## src/rtl/apb_timer_sequencer.sv

```systemverilog
// APB master that programs a down-counter slave (MAX, LOAD, ENABLE), polls CUR until zero, then disables it.
// Optional macro SEQ_TIMEOUT_EN bounds the number of CUR polls to MAX_POLLS.
module apb_timer_sequencer #(
  parameter int ADDR_WIDTH = 4,
  parameter int DATA_WIDTH = 32,
  parameter int POLL_GAP   = 4,
  parameter int MAX_POLLS  = 1024
) (
  input  logic                  PCLK,
  input  logic                  PRESET,
  input  logic                  start,
  input  logic [DATA_WIDTH-1:0] load_val,
  input  logic                  abort,
  output logic                  busy,
  output logic                  done,
  output logic                  err,
  output logic [DATA_WIDTH-1:0] cur_val,
  output logic                  PSEL,
  output logic                  PENABLE,
  output logic                  PWRITE,
  output logic [ADDR_WIDTH-1:0] PADDR,
  output logic [DATA_WIDTH-1:0] PWDATA,
  input  logic [DATA_WIDTH-1:0] PRDATA,
  input  logic                  PREADY,
  input  logic                  PSLVERR
);

  typedef enum logic [2:0] {IDLE, SETUP, ACCESS, GAP, FIN} state_t;
  typedef enum logic [2:0] {S0, S1, S2, S3, S4} step_t;

  localparam int GAP_W = (POLL_GAP > 1) ? $clog2(POLL_GAP) : 1;
  localparam logic [GAP_W-1:0] GAP_LAST = GAP_W'(POLL_GAP - 1);

  state_t                r_state;
  step_t                 r_step;
  logic [GAP_W-1:0]      r_gap;
  logic                  r_abort_pend;
  logic                  w_launch;
  step_t                 w_next_step;
  logic                  w_timeout;
  logic [ADDR_WIDTH-1:0] w_addr;
  logic [DATA_WIDTH-1:0] w_wdata;

  // Decide whether a new SETUP phase starts next cycle and for which step.
  always_comb begin
    w_launch    = 1'b0;
    w_next_step = r_step;
    case (r_state)
      IDLE: if (start) begin
        w_launch    = 1'b1;
        w_next_step = S0;
      end
      ACCESS: if (PREADY && r_step != S4) begin
        if (PSLVERR || abort || r_abort_pend ||
            (r_step == S3 && (PRDATA == '0 || w_timeout))) begin
          w_launch    = 1'b1;
          w_next_step = S4;
        end else if (r_step != S3) begin
          w_launch    = 1'b1;
          w_next_step = step_t'(r_step + 3'd1);
        end
      end
      GAP: if (abort) begin
        w_launch    = 1'b1;
        w_next_step = S4;
      end else if (r_gap == GAP_LAST) begin
        w_launch    = 1'b1;
        w_next_step = S3;
      end
      default: ;
    endcase
  end

  always_comb begin
    w_addr  = '0;
    w_wdata = '0;
    case (w_next_step)
      S0: begin
        w_addr  = ADDR_WIDTH'(4);
        w_wdata = load_val;
      end
      S1: w_wdata = DATA_WIDTH'(2);
      S2: w_wdata = DATA_WIDTH'(1);
      S3: w_addr  = ADDR_WIDTH'(8);
      default: ;
    endcase
  end

  always_ff @(posedge PCLK) begin
    if (PRESET) begin
      r_state      <= IDLE;
      r_step       <= S0;
      r_gap        <= '0;
      r_abort_pend <= 1'b0;
      PSEL         <= 1'b0;
      PENABLE      <= 1'b0;
      PWRITE       <= 1'b0;
      PADDR        <= '0;
      PWDATA       <= '0;
      busy         <= 1'b0;
      done         <= 1'b0;
      err          <= 1'b0;
      cur_val      <= '0;
    end else begin
      done <= 1'b0;
      case (r_state)
        IDLE: if (start) begin
          busy <= 1'b1;
          err  <= 1'b0;
        end
        SETUP: begin
          PENABLE <= 1'b1;
          r_state <= ACCESS;
        end
        ACCESS: if (PREADY) begin
          if (r_step == S3) cur_val <= PRDATA;
          if (PSLVERR || (r_step == S3 && w_timeout && PRDATA != '0)) err <= 1'b1;
          PSEL    <= 1'b0;
          PENABLE <= 1'b0;
          if (r_step == S4) begin
            r_state <= FIN;
            done    <= 1'b1;
          end else begin
            r_state <= GAP;
            r_gap   <= '0;
          end
        end
        GAP: r_gap <= r_gap + GAP_W'(1);
        FIN: begin
          busy    <= 1'b0;
          r_state <= IDLE;
        end
        default: r_state <= IDLE;
      endcase
      // A launch overrides the idle/gap defaults chosen above.
      if (w_launch) begin
        r_state <= SETUP;
        r_step  <= w_next_step;
        PSEL    <= 1'b1;
        PENABLE <= 1'b0;
        PWRITE  <= (w_next_step != S3);
        PADDR   <= w_addr;
        PWDATA  <= w_wdata;
      end
      if ((w_launch && w_next_step == S4) || r_state == FIN)
        r_abort_pend <= 1'b0;
      else if (abort && (r_state == SETUP || r_state == ACCESS))
        r_abort_pend <= 1'b1;
    end
  end

`ifdef SEQ_TIMEOUT_EN
  localparam int POLL_W = $clog2(MAX_POLLS + 1);
  logic [POLL_W-1:0] r_polls;

  // True while the CUR read in flight is the MAX_POLLS-th one.
  assign w_timeout = (r_polls == POLL_W'(MAX_POLLS - 1));

  always_ff @(posedge PCLK) begin
    if (PRESET)
      r_polls <= '0;
    else if (r_state == IDLE && start)
      r_polls <= '0;
    else if (r_state == ACCESS && PREADY && r_step == S3)
      r_polls <= r_polls + POLL_W'(1);
  end
`else
  assign w_timeout = (MAX_POLLS < 0);
`endif

endmodule

```

## config.mk

```make
export PLATFORM = sky130hd
export DESIGN_NAME = apb_timer_sequencer
export DESIGN_NICKNAME = d
export VERILOG_FILES = /design/src/rtl/apb_timer_sequencer.sv
export SDC_FILE = /design/constraint.sdc
export NUM_CORES = 1
export LEC_CHECK = 0
export BUFFER_PORTS_ARGS = -buffer_cell sky130_fd_sc_hd__buf_4
export CAP_MARGIN = 20
export CELL_PAD_IN_SITES_DETAIL_PLACEMENT = 1
export CELL_PAD_IN_SITES_GLOBAL_PLACEMENT = 1
export CORE_MARGIN = 1
export CORE_UTILIZATION = 34
export DETAILED_ROUTE_END_ITERATION = 10
export GPL_TIMING_DRIVEN = 0
export PLACE_DENSITY = 0.87
export SLEW_MARGIN = 20
export SYNTH_ARGS = -nofsm -noshare
export SYNTH_HDL_FRONTEND = slang
export SYNTH_SLANG_ARGS = --single-unit
export TNS_END_PERCENT = 20
```

## constraint.sdc

```tcl
create_clock -name PCLK -period 3.15 [get_ports PCLK]
set_input_delay 0.63 -clock PCLK [delete_from_list [all_inputs] [get_ports PCLK]]
set_output_delay 0.63 -clock PCLK [all_outputs]
set_load 0.01 [all_outputs]
```

; Word level (Yosys, flattened, before mapping)
; Index checks and enable logic that the tools add are counted.
[classes]
n_bitwise = 3
n_addsub = 2
eq_ne = 20
muxes = 34
n_reduce_logical = 30
[op_table]
columns = operator, n
row1 = $pmux 32 s3, 1
row2 = $logic_not 32->1, 1
row3 = $mux 3, 8
row4 = $pmux 3 s3, 2
row5 = $eq 3x2->1 const B, 5
row6 = $mux 1, 15
row7 = $reduce_bool 2->1, 6
row8 = $reduce_and 2->1, 5
row9 = $eq 3x3->1 const B, 3
row10 = $ne 2x2->1 const B, 4
row11 = $pmux 4 s2, 1
row12 = $eq 3x1->1 const B, 2
row13 = $logic_not 3->1, 2
row14 = $ne 3x2->1 const B, 2
row15 = $ne 3x3->1 const B, 2
row16 = $pmux 1 s2, 3
row17 = $reduce_and 3->1, 2
row18 = $reduce_or 2->1, 3
row19 = $logic_or 1x1->1, 5
row20 = $logic_and 1x1->1, 4
row21 = $mux 2, 2
row22 = $pmux 2 s2, 1
row23 = $reduce_and 4->1, 1
row24 = $add 3x1->3 const B, 1
row25 = other kinds (6), 8
[word_totals]
inputBits = 70
ff_bits = 83
output_inout_bits = 74
wordCells = 103

; Depth between registers and ports, before layout
[depth]
ltp_word = 10
depth_mapped = 10
mapped_depth_nobuf = 8

; Worst setup path before layout
; No wires, ideal clock.
[synth_path]
path_type = input to register
start = input PRDATA[24]
end = register PWDATA[19]
required_time_ps = 3033
n_path_buf = 2
slack_ps = 825
path_stages = 8
setup_ps = 117
arrival_ps = 2208
cell_sequence = nor4_1 > nand4_2 > nor4_4 > o21a_2 > nor3_1 > buf_6 > buf_6 > a22o_1
[synth_via]
elab_chain_cells = 8
elab_cells_between_ends = 13
classes_between = 2 x eq/ne / 7 x mux / 4 x reduce/logical
[synth_rtl]
columns = element, line_no
row1 = "start, declared", 23  ; input logic [DATA_WIDTH-1:0] PRDATA,
row2 = $logic_not 32->1 *, 55  ; (r_step == S3 && (PRDATA == '0 || w_timeout))) begin
row3 = $logic_and 1x1->1 *, 55
row4 = $logic_or 1x1->1 *, 54  ; if (PSLVERR || abort || r_abort_pend ||
row5 = $mux 3, 54
row6 = $mux 3, 53  ; ACCESS: if (PREADY && r_step != S4) begin
row7 = $pmux 3 s3, 48  ; case (r_state)
row8 = "$eq 3x2->1, or another cell as far along", 77  ; case (w_next_step)
row9 = $pmux 32 s3, 77
row10 = "end signal, assigned", 143  ; PWDATA <= w_wdata;
row11 = "end, declared", 22  ; output logic [DATA_WIDTH-1:0] PWDATA,
; Mark *: on every way between the ends. The rest lies on a longest branch, timed or not.
; A chain may end at the register's enable or synchronous reset.

; Worst setup path in the final report
[layout_path]
start = register r_step[0]
end = register PWDATA[15]
[layout_via]
elab_chain_cells = 8
elab_cells_between_ends = 22
classes_between = 1 x add/sub / 5 x eq/ne / 12 x mux / 4 x reduce/logical
[layout_rtl]
columns = element, line_no
row1 = "start, declared", 35  ; step_t r_step;
row2 = "start signal, assigned", 138  ; r_step <= w_next_step;
row3 = "parallel branches: the longest is 8 deep, another holds $add 3x1->3", --
; Parallel ways; which one is timed is not known.

==> metrics.md <==
| Metric | Value |
|---|---|
| Least-Margin Pin Slew | 0.506 ns |
| Vias in the first global route | 3260 |
| I/O pin count | 144 |
| Pwr Total | between 2 and 2.5 mW |
| Clock Tree Buf Depth | 2 |
| Hold Startpoint | cur_val[22]$_SDFFE_PP0P_ |
| Flops & latches, synth | between 80 and 90 |
| Commonest non-fill, non-tap cell in the layout | buf_4 |
| Pre-CTS setup slack | 0.324 ns |
| Port bufs | 140 |
| Post-route DRC | 0 |
| CTS root buf | clkbuf_8 |
| Initial Util | 34.9% |
| Post-Synthesis Cell Area | 0.00321 sq mm |
| RSZ-0062 raised after global routing | no |
| Worst vdd ir | around 0.25 mV |
| GR Util met2 | 36.9% |
| Row cnt | 35 |
| Vias | 3128 |
| Crit-path max FO | 10 |
| CP arrival | 2.89 ns |
| Layout area overhead | 45.4% |
| Fmax | about 0.38 GHz |
| Routed wire per std cell | roughly 16 microns |
| GRT Total Usage | 20.4% |
| Final count of hold timing violations | 0 |
| Setup violations, final | 0 |
| Fillers | 1121 |
| Maxcap violations | 0 |
| Post-synth cell types | 52 |
| Setup TNS Final | 0 ns |
| Final worst path period need | between 2 and 3 ns |
| Worst EP required | approximately 3.4 ns |
| Hpwl dp | 7.84 mm |
| Outcome | completed |
| Hold Slack | between 0.4 and 0.5 ns |
| EDFF count, synth | 0 |
| Final Worst Setup Slack | 0.497 ns |
| Avg Cell Area, Syn | about 9.2 sq um |
| Post-synth ARST share | 0% |
| CTS tree | built |
| Die area | just under 0.01 sq mm |
| Setup Buffers After CTS | 0 |
| Worst min-delay path category | flip-flop to flip-flop |
| Total global routing overflow | 0 |
| GP Congestion | 0.835 |
| N_diodes | 0 |
| Grt peak-use layer | met2 |
| Ranking of synthesized cells by area | dfxtp_1, a22o_1, nand2_1, a21oi_1, nor2_1 |
| Clock Skews | 0.0178 ns |
| Die height | 99.1 microns |
| Detailed Routing Iterations Pass 1 | 4 |
| Slew headroom | 66.2% |
| Post-DRT Antenna Nets | 0 |
| Post-CTS Resized | 0 |
| Critical path startpoint | r_step[0]$_SDFFE_PP0P_ |
| Slew Viols, Final | 0 |
| Die width | a little under 100 microns |
| FF-to-FF Start | r_step[0]$_SDFFE_PP0P_ |
| Met3 Usage GRT | 5.55% |
| CTS H-tree depth | 3 |
| Yosys warns | 0 |
| Cts hold-fix bufs | 0 |
| Number of vias per cell | 5.09 |
| Clk_lat worst skew | 0.35 ns |
| Leak pwr | 2.06 nW |
| Number of buffers created by CTS | 9 |
| Fin util | 50.7% |
| First-pass GRT wire length | 15.8 mm |
| CTS sink count | 81 |
| Yosys top cell area share | around 50% |
| Crit Path Category | flip-flop to flip-flop |
| Clock slew at reported path FFs | roughly 0.090 ns |
| Initial DRC count | 94 |
| Antenna violations before repair | 0 |
| Mapped Cells | 348 |
| CP Launch Type | flip-flop |
| Largest net degree at the start of global routing | 15 |
| Pwr per Cell Area | slightly above 500 mW/mm^2 |
| Post-Route WL | 9.92 mm |
| Nets | 573 |
| Period utilisation layout | 84.2% |
| Share of cells above drive strength 1 | 35.3% |
| Ys flop type | dfxtp_1 |
| Sequential share of the synthesized area | 50.6% |
| Most frequent cells in the layout | buf_4, dfxtp_1, nand2_1 |
| Crit end category | flip-flop |
| Largest area contributor in the netlist | dfxtp_1 |
| Core area | 0.00920 sq mm |
| GR Util met1 | 24.4% |
[per-layer routing]
metal	share of wire [%]	wire length (microns)	up-vias
met2	50	4910	120
met1	43	4250	1467
met5	0	0	-
met3	7.0	693	6
li1	-	-	1535
met4	0.70	69	0
[final timing paths]
path,to,slack (ns),cells after the start
worst min-delay path,cur_val[22]$_SDFFE_PP0P_,0.46,2
worst max register to register,PWDATA[15]$_SDFFE_PP0P_,0.50,9
worst min register to register,cur_val[22]$_SDFFE_PP0P_,0.46,2
worst max-delay path,PWDATA[15]$_SDFFE_PP0P_,0.50,9
[registers in the layout, indices dropped and copies added, names as in the netlist]
signal,cells
PWRITE,1
r_gap,2
err,1
PENABLE,1
PWDATA,32
r_state,3
r_abort_pend,1
cur_val,32
r_step,3
PSEL,1
done,1
PADDR,2
busy,1
[synth_stat cells, types with 4 or more instances]
library cell	number
nand2_1	73
buf_2	5
nand3_1	6
and2_1	4
o21ai_0	6
inv_1	6
nor2_1	14
a21oi_1	41
nor2b_1	6
nor4_1	6
a22o_1	32
dfxtp_1	81
clkbuf_1	9
[stage by stage]
stage / area, sq um / std cells
after floorplan: 3210 / 349
after global placement: 4400 / 600
after detailed placement: 4400 / 600
after CTS: 4660 / 615
after global routing: 4660 / 615
final: 4660 / 615
[report_power, final]
group / switching [mW] / internal [mW]
Sequential: 0.0305 / 1.07
Clock: 0.382 / 0.608
Combinational: 0.151 / 0.179
Total: 0.564 / 1.86
[cells by family after synthesis]
logic type               share of synthesized area (%)
AO/OA/AOI/OAI                                     22.6
AND/OR/NAND/NOR                                   19.8
adder cells (fa/ha/maj)                           1.17
other                                            0.117
flip-flops                                        50.6
buffers and inverters                             5.74
[critical path, stage by stage, from the launching register on]
cell,delay [ns]
dfxtp_1,0.38
inv_1,0.07
ha_1,0.27
a21boi_4,0.32
nand4_2,0.17
nor4_4,0.49
o21a_2,0.22
nor3_1,0.08
clkbuf_1,0.25
a22o_1,0.29
[area by class of cell]
| class | count | area, sq um | share of cell area (%) |
|---|---|---|---|
| multi-input combinational | 238 | 1400 | 30.1 |
| clock buffer | 9 | 124 | 2.66 |
| buffer | 24 | 161 | 3.46 |
| inverter | 6 | 22.5 | 0.483 |
| timing repair buffer | 140 | 1050 | 22.6 |
| tap | 111 | 139 | 2.98 |
| clock inverter | 6 | 138 | 2.95 |
| sequential | 81 | 1620 | 34.8 |
Power figures use the tool's default switching activity.
